### src/rtl/nec_ir_transmitter.sv
// NEC infrared transmitter: sends a 32-bit word as an NEC frame or a repeat
// code. ir_out is the carrier-modulated LED drive. ir_env is the active-low
// demodulated envelope, which can be looped back into a receiver.
module nec_ir_transmitter #(
    parameter int unsigned UNIT_CYCLES  = 28125,
    parameter int unsigned CARRIER_HALF = 658,
    parameter bit          CARRIER_EN   = 1'b1,
    parameter int unsigned GAP_UNITS    = 64
) (
    input  logic        clk,
    input  logic        reset_n,
    input  logic        start,
    input  logic        rpt,
    input  logic [31:0] word,
    output logic        ir_out,
    output logic        ir_env,
    output logic        busy,
    output logic        done
);

    localparam int unsigned SEG_MAX = (GAP_UNITS > 16) ? GAP_UNITS : 16;
    localparam int UW = $clog2(UNIT_CYCLES + 1);
    localparam int CW = $clog2(CARRIER_HALF + 1);
    localparam int SW = $clog2(SEG_MAX + 1);

    typedef enum logic [2:0] {
        IDLE, LEAD_MARK, LEAD_SPACE, BIT_MARK, BIT_SPACE, STOP_MARK, GAP
    } state_t;

    state_t         state_q, state_d;
    logic [UW-1:0]  unit_cnt_q, unit_cnt_d;   // cycle within the current unit
    logic [SW-1:0]  seg_cnt_q, seg_cnt_d;     // unit within the current segment
    logic [5:0]     bit_cnt_q, bit_cnt_d;
    logic [31:0]    shift_q, shift_d;         // MSB is the bit being sent
    logic           rpt_q, rpt_d;             // current frame is a repeat code
    logic [CW-1:0]  car_cnt_q, car_cnt_d;
    logic           car_q, car_d;
    logic           ir_out_q, ir_out_d;
    logic           ir_env_q, ir_env_d;
    logic           busy_q, busy_d;
    logic           done_q, done_d;

    logic [SW-1:0]  seg_units;
    logic           unit_last, seg_last, mark_q, mark_d;

    // Segment timing, frame sequencing, carrier generation and output decode
    always_comb begin
        state_d    = state_q;
        unit_cnt_d = unit_cnt_q;
        seg_cnt_d  = seg_cnt_q;
        bit_cnt_d  = bit_cnt_q;
        shift_d    = shift_q;
        rpt_d      = rpt_q;
        car_cnt_d  = car_cnt_q;
        car_d      = car_q;

        // Length in units of the segment the current state represents
        case (state_q)
            LEAD_MARK:  seg_units = SW'(16);
            LEAD_SPACE: seg_units = rpt_q ? SW'(4) : SW'(8);
            BIT_SPACE:  seg_units = shift_q[31] ? SW'(3) : SW'(1);
            GAP:        seg_units = SW'(GAP_UNITS);
            default:    seg_units = SW'(1);
        endcase

        unit_last = (unit_cnt_q == UW'(UNIT_CYCLES - 1));
        seg_last  = unit_last && (seg_cnt_q == seg_units - SW'(1));

        // Timer restarts on every state entry and is parked at zero in IDLE
        if (state_q == IDLE || seg_last) begin
            unit_cnt_d = '0;
            seg_cnt_d  = '0;
        end else if (unit_last) begin
            unit_cnt_d = '0;
            seg_cnt_d  = seg_cnt_q + SW'(1);
        end else begin
            unit_cnt_d = unit_cnt_q + UW'(1);
        end

        case (state_q)
            IDLE: begin
                if (start) begin
                    state_d   = LEAD_MARK;
                    shift_d   = word;
                    rpt_d     = 1'b0;
                    bit_cnt_d = '0;
                end else if (rpt) begin
                    state_d = LEAD_MARK;
                    rpt_d   = 1'b1;
                end
            end
            LEAD_MARK:  if (seg_last) state_d = LEAD_SPACE;
            LEAD_SPACE: if (seg_last) state_d = rpt_q ? STOP_MARK : BIT_MARK;
            BIT_MARK:   if (seg_last) state_d = BIT_SPACE;
            BIT_SPACE: begin
                if (seg_last) begin
                    shift_d   = {shift_q[30:0], 1'b0};
                    bit_cnt_d = bit_cnt_q + 6'd1;
                    state_d   = (bit_cnt_q == 6'd31) ? STOP_MARK : BIT_MARK;
                end
            end
            STOP_MARK:  if (seg_last) state_d = GAP;
            GAP:        if (seg_last) state_d = IDLE;
            default:    state_d = IDLE;
        endcase

        mark_q = (state_q == LEAD_MARK) || (state_q == BIT_MARK) || (state_q == STOP_MARK);
        mark_d = (state_d == LEAD_MARK) || (state_d == BIT_MARK) || (state_d == STOP_MARK);

        // Carrier phase restarts high on each mark entry, held low otherwise
        if (mark_d && !mark_q) begin
            car_cnt_d = '0;
            car_d     = 1'b1;
        end else if (mark_d) begin
            if (car_cnt_q == CW'(CARRIER_HALF - 1)) begin
                car_cnt_d = '0;
                car_d     = ~car_q;
            end else begin
                car_cnt_d = car_cnt_q + CW'(1);
            end
        end else begin
            car_cnt_d = '0;
            car_d     = 1'b0;
        end

        // Outputs are decoded from the next state so they align with it
        ir_out_d = CARRIER_EN ? car_d : mark_d;
        ir_env_d = ~mark_d;
        busy_d   = (state_d != IDLE);
        done_d   = (state_q == STOP_MARK) && (state_d == GAP);
    end

    // State and output registers with synchronous active-low reset
    always_ff @(posedge clk) begin
        if (!reset_n) begin
            state_q    <= IDLE;
            unit_cnt_q <= '0;
            seg_cnt_q  <= '0;
            bit_cnt_q  <= '0;
            shift_q    <= '0;
            rpt_q      <= 1'b0;
            car_cnt_q  <= '0;
            car_q      <= 1'b0;
            ir_out_q   <= 1'b0;
            ir_env_q   <= 1'b1;
            busy_q     <= 1'b0;
            done_q     <= 1'b0;
        end else begin
            state_q    <= state_d;
            unit_cnt_q <= unit_cnt_d;
            seg_cnt_q  <= seg_cnt_d;
            bit_cnt_q  <= bit_cnt_d;
            shift_q    <= shift_d;
            rpt_q      <= rpt_d;
            car_cnt_q  <= car_cnt_d;
            car_q      <= car_d;
            ir_out_q   <= ir_out_d;
            ir_env_q   <= ir_env_d;
            busy_q     <= busy_d;
            done_q     <= done_d;
        end
    end

    assign ir_out = ir_out_q;
    assign ir_env = ir_env_q;
    assign busy   = busy_q;
    assign done   = done_q;

endmodule
### config.mk
export PLATFORM = sky130hd
export DESIGN_NAME = nec_ir_transmitter
export DESIGN_NICKNAME = d
export VERILOG_FILES = /design/src/rtl/nec_ir_transmitter.sv
export SDC_FILE = /design/constraint.sdc
export NUM_CORES = 1
export LEC_CHECK = 0
export ABC_AREA = 1
export BUFFER_PORTS_ARGS = -buffer_cell sky130_fd_sc_hd__buf_2
export CAP_MARGIN = 20
export CORE_AREA = 2 2 84 86
export DETAILED_ROUTE_END_ITERATION = 12
export DIE_AREA = 0 0 86 88
export GPL_TIMING_DRIVEN = 1
export PLACE_DENSITY_LB_ADDON = 0.1
export SETUP_SLACK_MARGIN = 0.3
export SLEW_MARGIN = 20
export SYNTH_ARGS = -nofsm -noshare
export SYNTH_HDL_FRONTEND = slang
export SYNTH_SLANG_ARGS = --single-unit
### constraint.sdc
create_clock -name clk -period 2.1 [get_ports clk]
set_input_delay 0.105 -clock clk [delete_from_list [all_inputs] [get_ports clk]]
set_output_delay 0.105 -clock clk [all_outputs]
set_load 0.005 [all_outputs]
==> results of run 1 <==
==> worst paths after layout <==
kind                                  from                         to  slack [ps]  depth (start not counted)
setup reg to reg  unit_cnt_q[0]$_SDFF_PP0_  bit_cnt_q[5]$_SDFFE_PN0P_         120                         15
setup / recovery  unit_cnt_q[0]$_SDFF_PP0_  bit_cnt_q[5]$_SDFFE_PN0P_         120                         15
hold / removal                     word[0]    shift_q[0]$_SDFFE_PN0P_          40                          3
hold reg to reg    car_cnt_q[0]$_SDFF_PP0_    car_cnt_q[0]$_SDFF_PP0_         450                          1
==> Yosys cell counts, types with 2 or more instances <==
master	count
xnor2_1	6
and3_1	3
nor2_1	111
nand3b_1	2
inv_1	39
o21ai_0	20
nor2_4	2
nand3_2	2
nand2_1	159
o21ai_1	16
nor3b_1	3
nand3_1	31
nor4_1	2
nand2_2	4
xor2_1	8
a21oi_1	21
dfxtp_1	78
inv_2	9
nor3_1	7
ha_1	6
buf_6	3
nand4_1	7
clkbuf_1	10
or2_2	4
buf_2	4
==> per-stage QoR <==
stage               setup WS, ps  std cells  hold slack, ps  util, %  power (mW)
global route                11.4        713            53.3     73.2        3.58
finish                       124        713            35.5     73.2        3.46
detailed placement          8.20        674             381     61.4        1.88
global placement             106        674             375     61.4        1.87
floorplan                    294        565             252        -        1.80
CTS                          214        703            16.8     69.8        3.43
==> sequential cells by signal, indices dropped and copies added (netlist names), 3 cells and up <==
| name | flops |
|---|---|
| car_cnt_q | 10 |
| unit_cnt_q | 15 |
| shift_q | 32 |
| bit_cnt_q | 6 |
| seg_cnt_q | 7 |
| state_q | 3 |
==> worst register-to-register path, cell delays in order, from the launching register on <==
cell	delay, ps
dfxtp_2	330
inv_2	60
ha_4	130
inv_2	30
nor2_2	100
nand3_2	120
nor2_4	140
nand3_2	100
nor2_4	120
nand2_4	90
inv_4	70
nand2_4	60
nand2_8	150
buf_8	150
nand2_1	100
a21oi_2	150
==> layout make-up <==
cell class	count	area, um2	share of cell area (%)
clock inverter	5	129	2.65
timing repair buffer	67	488	10.0
tap	80	100	2.06
timing repair inverter	2	31.3	0.644
inverter	49	199	4.09
clock buffer	11	141	2.91
sequential	78	1570	32.3
multi-input combinational	421	2200	45.3
==> power groups by stage <==
stage	Sequential [mW]	Combinational, mW	Clock, mW
global placement	1.61	0.266	0
finish	1.58	0.384	1.50
CTS	1.58	0.344	1.51
floorplan	1.60	0.195	0
detailed placement	1.61	0.272	0
global route	1.58	0.426	1.57
==> logic make-up after synthesis <==
logic type	count (synthesis)
simple gates	340
flops	78
compound gates	60
xor+xnor	14
fa+ha+maj	6
buf+inv	67
==> what timing repair did <==
| item | 4_1_cts | 5_1_grt |
|---|---|---|
| setup buffers | 10 | 8 |
| gates resized for setup | 46 | 34 |
| pin swaps | 5 | 11 |
| endpoints found under the setup margin | 53 | 76 |
| gates cloned | 3 | 2 |
==> per-layer routing <==
layer / wire length [um] / up-vias / GRT usage [%] / part of all wire, %
met5: 0 / - / 0 / 0
met4: 173 / 0 / 7.79 / 2.0
met3: 323 / 14 / 3.68 / 3.6
met2: 4410 / 73 / 42.5 / 50
met1: 3960 / 1689 / 27.2 / 45
li1: - / 1909 / - / -
==> run metrics, run 1 <==
CORE AREA=0.00664 mm2; outcome=finished clean; Worst Setup End Kind=flop; H-tree depth=3; full die area=about 0.0076 mm2; crit path launch type=flop; vias in the first global route=3301; Detailed Routing Iterations Pass 1=4; # rows=30; P_int=roughly 2.6 mW; DRT iter0 DRCs=roughly 160; Fillers=542; global-route wire length before repair=14.1 mm; clock group share of total power=43.4%; Net Sw Power=812 uW; Synth Flop Type=dfxtp_1; gp weighted congestion=0.842; Hold Crit Class=input port to flop; Detailed Route WL=8.87 mm; Yosys cell types=33; Slew HR=approximately 70%; setup violators final=0; die width=86 um; Max Freq=0.506 GHz; Slew @ Worst Pin=450 ps; CP max-delay cell=dfxtp_2; placed cell area=around 0.0041 mm2; CP cell instances=inv_2, ha_4, inv_2, nor2_2, nand3_2, nor2_4, nand3_2, nor2_4, nand2_4, inv_4, nand2_4, nand2_8, buf_8, nand2_1, a21oi_2; max-cap violations=0; Layout Cell Area excl Fill=between 0.004 and 0.005 mm2; synth top area cells=dfxtp_1 (41%), nand2_1 (16%), nor2_1 (11%); crit-path max cell delay=330 ps; global route overflow=0; fin crit share=94.1%; CP top delay family=simple AND/OR/NAND/NOR gates; Ys Warns=0; net count after synthesis=607; RSZ-0062 raised after global routing=true; data required time of the worst path=2380 ps; Area Overhead vs Synth=28.3%; Tot GR Track Use=23.0%; CTS Buffer Depth=2; routed length per instance=12.4 um; layout cells sized above 1=25.3%; number of nets in the layout=670; Port Buffers=39; post-synthesis adder-cell area fraction=under 10%; sequential area share after synthesis=41.2%; compound-cell area share of the yosys netlist=under 10%; initial antenna violation count=0; largest family of logic cells by synthesized area=simple AND/OR/NAND/NOR gates; synthesized cell area=0.00379 mm2; post-synth top area cell=dfxtp_1; Post-synth EDFFs=0; number of I/O pins=40; clk_lat worst skew=350 ps; Async S/R FF share, synth=0%; final hold vios=0; drt via density=5.17; setup TNS=0 ps; Switching Share=23.5%; CTS Hold Bufs=0; initial core utilization=57.0%; total CTS buffers=9; Detail Placement HPWL=5.21 mm; CP Max Fanout=7; Reg power frac=45.5%; Mean Syn Cell Area=6.71 um2; Gate power share=11.1%; count of state elements after synthesis=roughly 80; Antenna diodes=0; # clock sinks=78; TritonCTS clock tree=done; Reg clk slew, reported paths=80 ps; most common cell after layout, fill and taps aside=nand2_1; PwrDens=712 mW/mm2; xor and xnor area share after synthesis=around 3.2%; most frequent cells in the layout=nand2_1 (152), nor2_1 (88), dfxtp_1 (73); simple-gate share of the synthesized area=38.1%; DRC viols=0; clock root buffer=clkbuf_8; multiplexer share of the synthesized area=0%; critical path type=flop to flop; min Tclk post-route=1980 ps; CP Buf/Inv Count=4; Slew Limit Fails=0; Crit path arrival time=2250 ps; leakage=2.15 nW; largest net degree at the start of global routing=35; Die H=88 um; worst clock skew=around 15 ps; via count=3685; Gate Count Post-Synth=565; antenna viol nets, final=0; top-area cell type share of the netlist area=41.2%; worst vdd ir=430 uV
(Power assumes the default switching activity.)
==> run 2, diff against run 1 <==
--- a/config.mk
+++ b/config.mk
@@ -6,11 +6,11 @@
 export NUM_CORES = 1
 export LEC_CHECK = 0
 export ABC_AREA = 1
-export BUFFER_PORTS_ARGS = -buffer_cell sky130_fd_sc_hd__buf_2
 export CAP_MARGIN = 20
-export CORE_AREA = 2 2 84 86
+export CORE_AREA = 2 2 81 83
 export DETAILED_ROUTE_END_ITERATION = 12
-export DIE_AREA = 0 0 86 88
+export DIE_AREA = 0 0 83 85
+export DONT_BUFFER_PORTS = 1
 export GPL_TIMING_DRIVEN = 1
 export PLACE_DENSITY_LB_ADDON = 0.1
 export SETUP_SLACK_MARGIN = 0.3
==> run 2 against run 1 <==
  * Clock power shrank 26%
  * Power shrank 11%
  * Register-to-register slack gained 60 ps
  * Sequential cell count is the same
  * Clock skew is essentially flat
  * Die area shrank 6.8%
  * First-iteration DRC count grew 28%
  * Design area shrank 0.80%
  * Hold slack lost 28 ps
  * Setup slack gained 56 ps
  * Maximum frequency grew 2.9%
  * Sequential power is essentially flat
==> run metrics, run 2 (same netlist as run 1, synthesis figures left out) <==
M1 wire length=3.95 mm; data required time of the worst path=2340 ps; Slew Limit Fails=0; # clock sinks=between 70 and 80; max-cap violations=0; max layer used=met4; antenna viol nets, final=0; routed length per instance=13.0 um; PwrDens=639 mW/mm2; max reg flops=32; setup TNS=0 ps; Hold Crit Class=input port to flop; leakage=2.03 nW; total CTS buffers=9; Port Buffers=0; Antenna diodes=0; CP top delay family=simple AND/OR/NAND/NOR gates; Area Overhead vs Synth=27.2%; footprint of the multi-input gates=between 0.002 and 0.0025 mm2; vias in the first global route=3376; R2R depth=16; RSZ-0062 raised after global routing=true; Slew HR=68.0%; min Tclk post-route=1920 ps; Biggest register=shift_q; global route overflow=0; CP Max Fanout=17; worst clock skew=15.1 ps; CP Buf/Inv Count=5; drt via density=about 5.3; most common cell after layout, fill and taps aside=nand2_1; Worst Setup End Kind=flop; global-route wire length before repair=14.3 mm; die width=between 80 and 90 um; Slew @ Worst Pin=between 400 and 500 ps; Worst Hold Path Cells=4; clk_lat worst skew=roughly 350 ps; fin crit share=91.4%; r2r setup slk=180 ps; largest net degree at the start of global routing=39; initial core utilization=61.1%; setup violators final=0; Detailed Route WL=8.96 mm; Crit path arrival time=2160 ps; critical path type=flop to flop; Die H=approximately 85 um; Detail Placement HPWL=5.16 mm; layout cells sized above 1=~20%; DRC viols=0; CORE AREA=slightly above 0.006 mm2; H-tree depth=3; worst vdd ir=about 380 uV; met2 WL=4.57 mm; number of nets in the layout=647; Detailed Routing Iterations Pass 1=5; final hold vios=0; CTS Buffer Depth=2; outcome=finished clean; RR Endpoint=shift_q[1]$_SDFFE_PN0P_; clock root buffer=clkbuf_8; CP max-delay cell=dfxtp_4; total power=3.08 mW; wire length on met3=348 um; Core Util, Final=77.7%; most frequent cells in the layout=nand2_1 (153), nor2_1 (73), dfxtp_1 (72); biggest regs=shift_q x32, unit_cnt_q x15, car_cnt_q x10; number of I/O pins=40; via count=approximately 3600; register area=0.00157 mm2; DRT iter0 DRCs=210; CP cell instances=inv_4, ha_4, inv_2, nor2_1, nand3_1, nor2_2, nand3_2, nor2_4, nand2_4, inv_4, nand2_4, nand2_8, buf_12, inv_16, nor2_4, nor2_1; crit path launch type=flop; Reg clk slew, reported paths=~80 ps; full die area=0.00706 mm2; initial antenna violation count=0; TritonCTS clock tree=done; Tot GR Track Use=24.6%; FF-to-FF Start=unit_cnt_q[0]$_SDFF_PP0_; # rows=29; Fillers=467; hold_sp=word[18]; crit-path max cell delay=360 ps; hold worst-path end=shift_q[18]$_SDFFE_PN0P_; gp weighted congestion=0.944; Max Freq=0.521 GHz
==> run 2: cell types whose count changed in the layout (fill, tap and decap cells not counted), sizes merged, moves of 2 or more <==
cell,before,now
bufinv,4,1
dlygate4sd3,0,25
inv,51,49
buf,66,18
clkinv,1,4
clkinvlp,0,3
==> run 2: layer usage <==
metal	GRT usage [%]	vias up
met1	28.1	1669
met3	4.67	8
li1	-	1867
met2	44.6	84
met5	0	-
met4	11.5	0
==> run 2: how the worst max path moves through the flow <==
stage	endpoint	start	slack, ps	cells past startpoint
floorplan	bit_cnt_q[4]$_SDFFE_PN0P_	unit_cnt_q[0]$_SDFF_PP0_	290	16
global placement	bit_cnt_q[1]$_SDFFE_PN0P_	state_q[1]$_SDFF_PN0_	120	14
detailed placement	shift_q[0]$_SDFFE_PN0P_	state_q[1]$_SDFF_PN0_	10	14
CTS	bit_cnt_q[2]$_SDFFE_PN0P_	unit_cnt_q[0]$_SDFF_PP0_	230	16
global route	shift_q[1]$_SDFFE_PN0P_	unit_cnt_q[0]$_SDFF_PP0_	50	15
finish	shift_q[1]$_SDFFE_PN0P_	unit_cnt_q[0]$_SDFF_PP0_	180	16
==> run 2: power breakdown <==
group | leakage (nW) | internal (mW) | switching [mW]
Sequential | 0.640 | 1.54 | 0.0377
Clock | 0.0914 | 0.550 | 0.561
Combinational | 1.30 | 0.169 | 0.223
Total | 2.03 | 2.26 | 0.822
==> run 2: area by class of cell <==
| class | instances | area share [%] |
|---|---|---|
| clock inverters | 7 | 1.56 |
| inverters | 49 | 4.18 |
| repair inverters | 1 | 0.415 |
| clock buffers | 9 | 2.57 |
| well taps | 77 | 2.00 |
| multi-input cells | 421 | 46.3 |
| repair buffers | 45 | 10.4 |
| flip-flops and latches | 78 | 32.6 |
==> run 2: timing repair <==
action                     CTS  global route
buffers inserted             7             3
setup endpoints to repair   54            66
gates resized for setup     45            48
pin swaps                    4             9
hold endpoints to repair    55             0
gates cloned                 1             4
hold buffers                26             0
==> run 2: worst min-delay path, cell delays in order <==
cell and delay (ps):
nand2_1 40, nand2_1 50, nor2_1 40, nor2_1 80
==> run 2: metrics by stage <==
step	area [um2]	setup slack, ps	hold slack (ps)	std cells
after floorplan	3810	294	252	565
after global placement	3850	120	244	630
after detailed placement	3850	10.7	243	630
after CTS	4550	229	3.39	680
after global routing	4820	47.5	32.9	687
final	4820	180	7.15	687
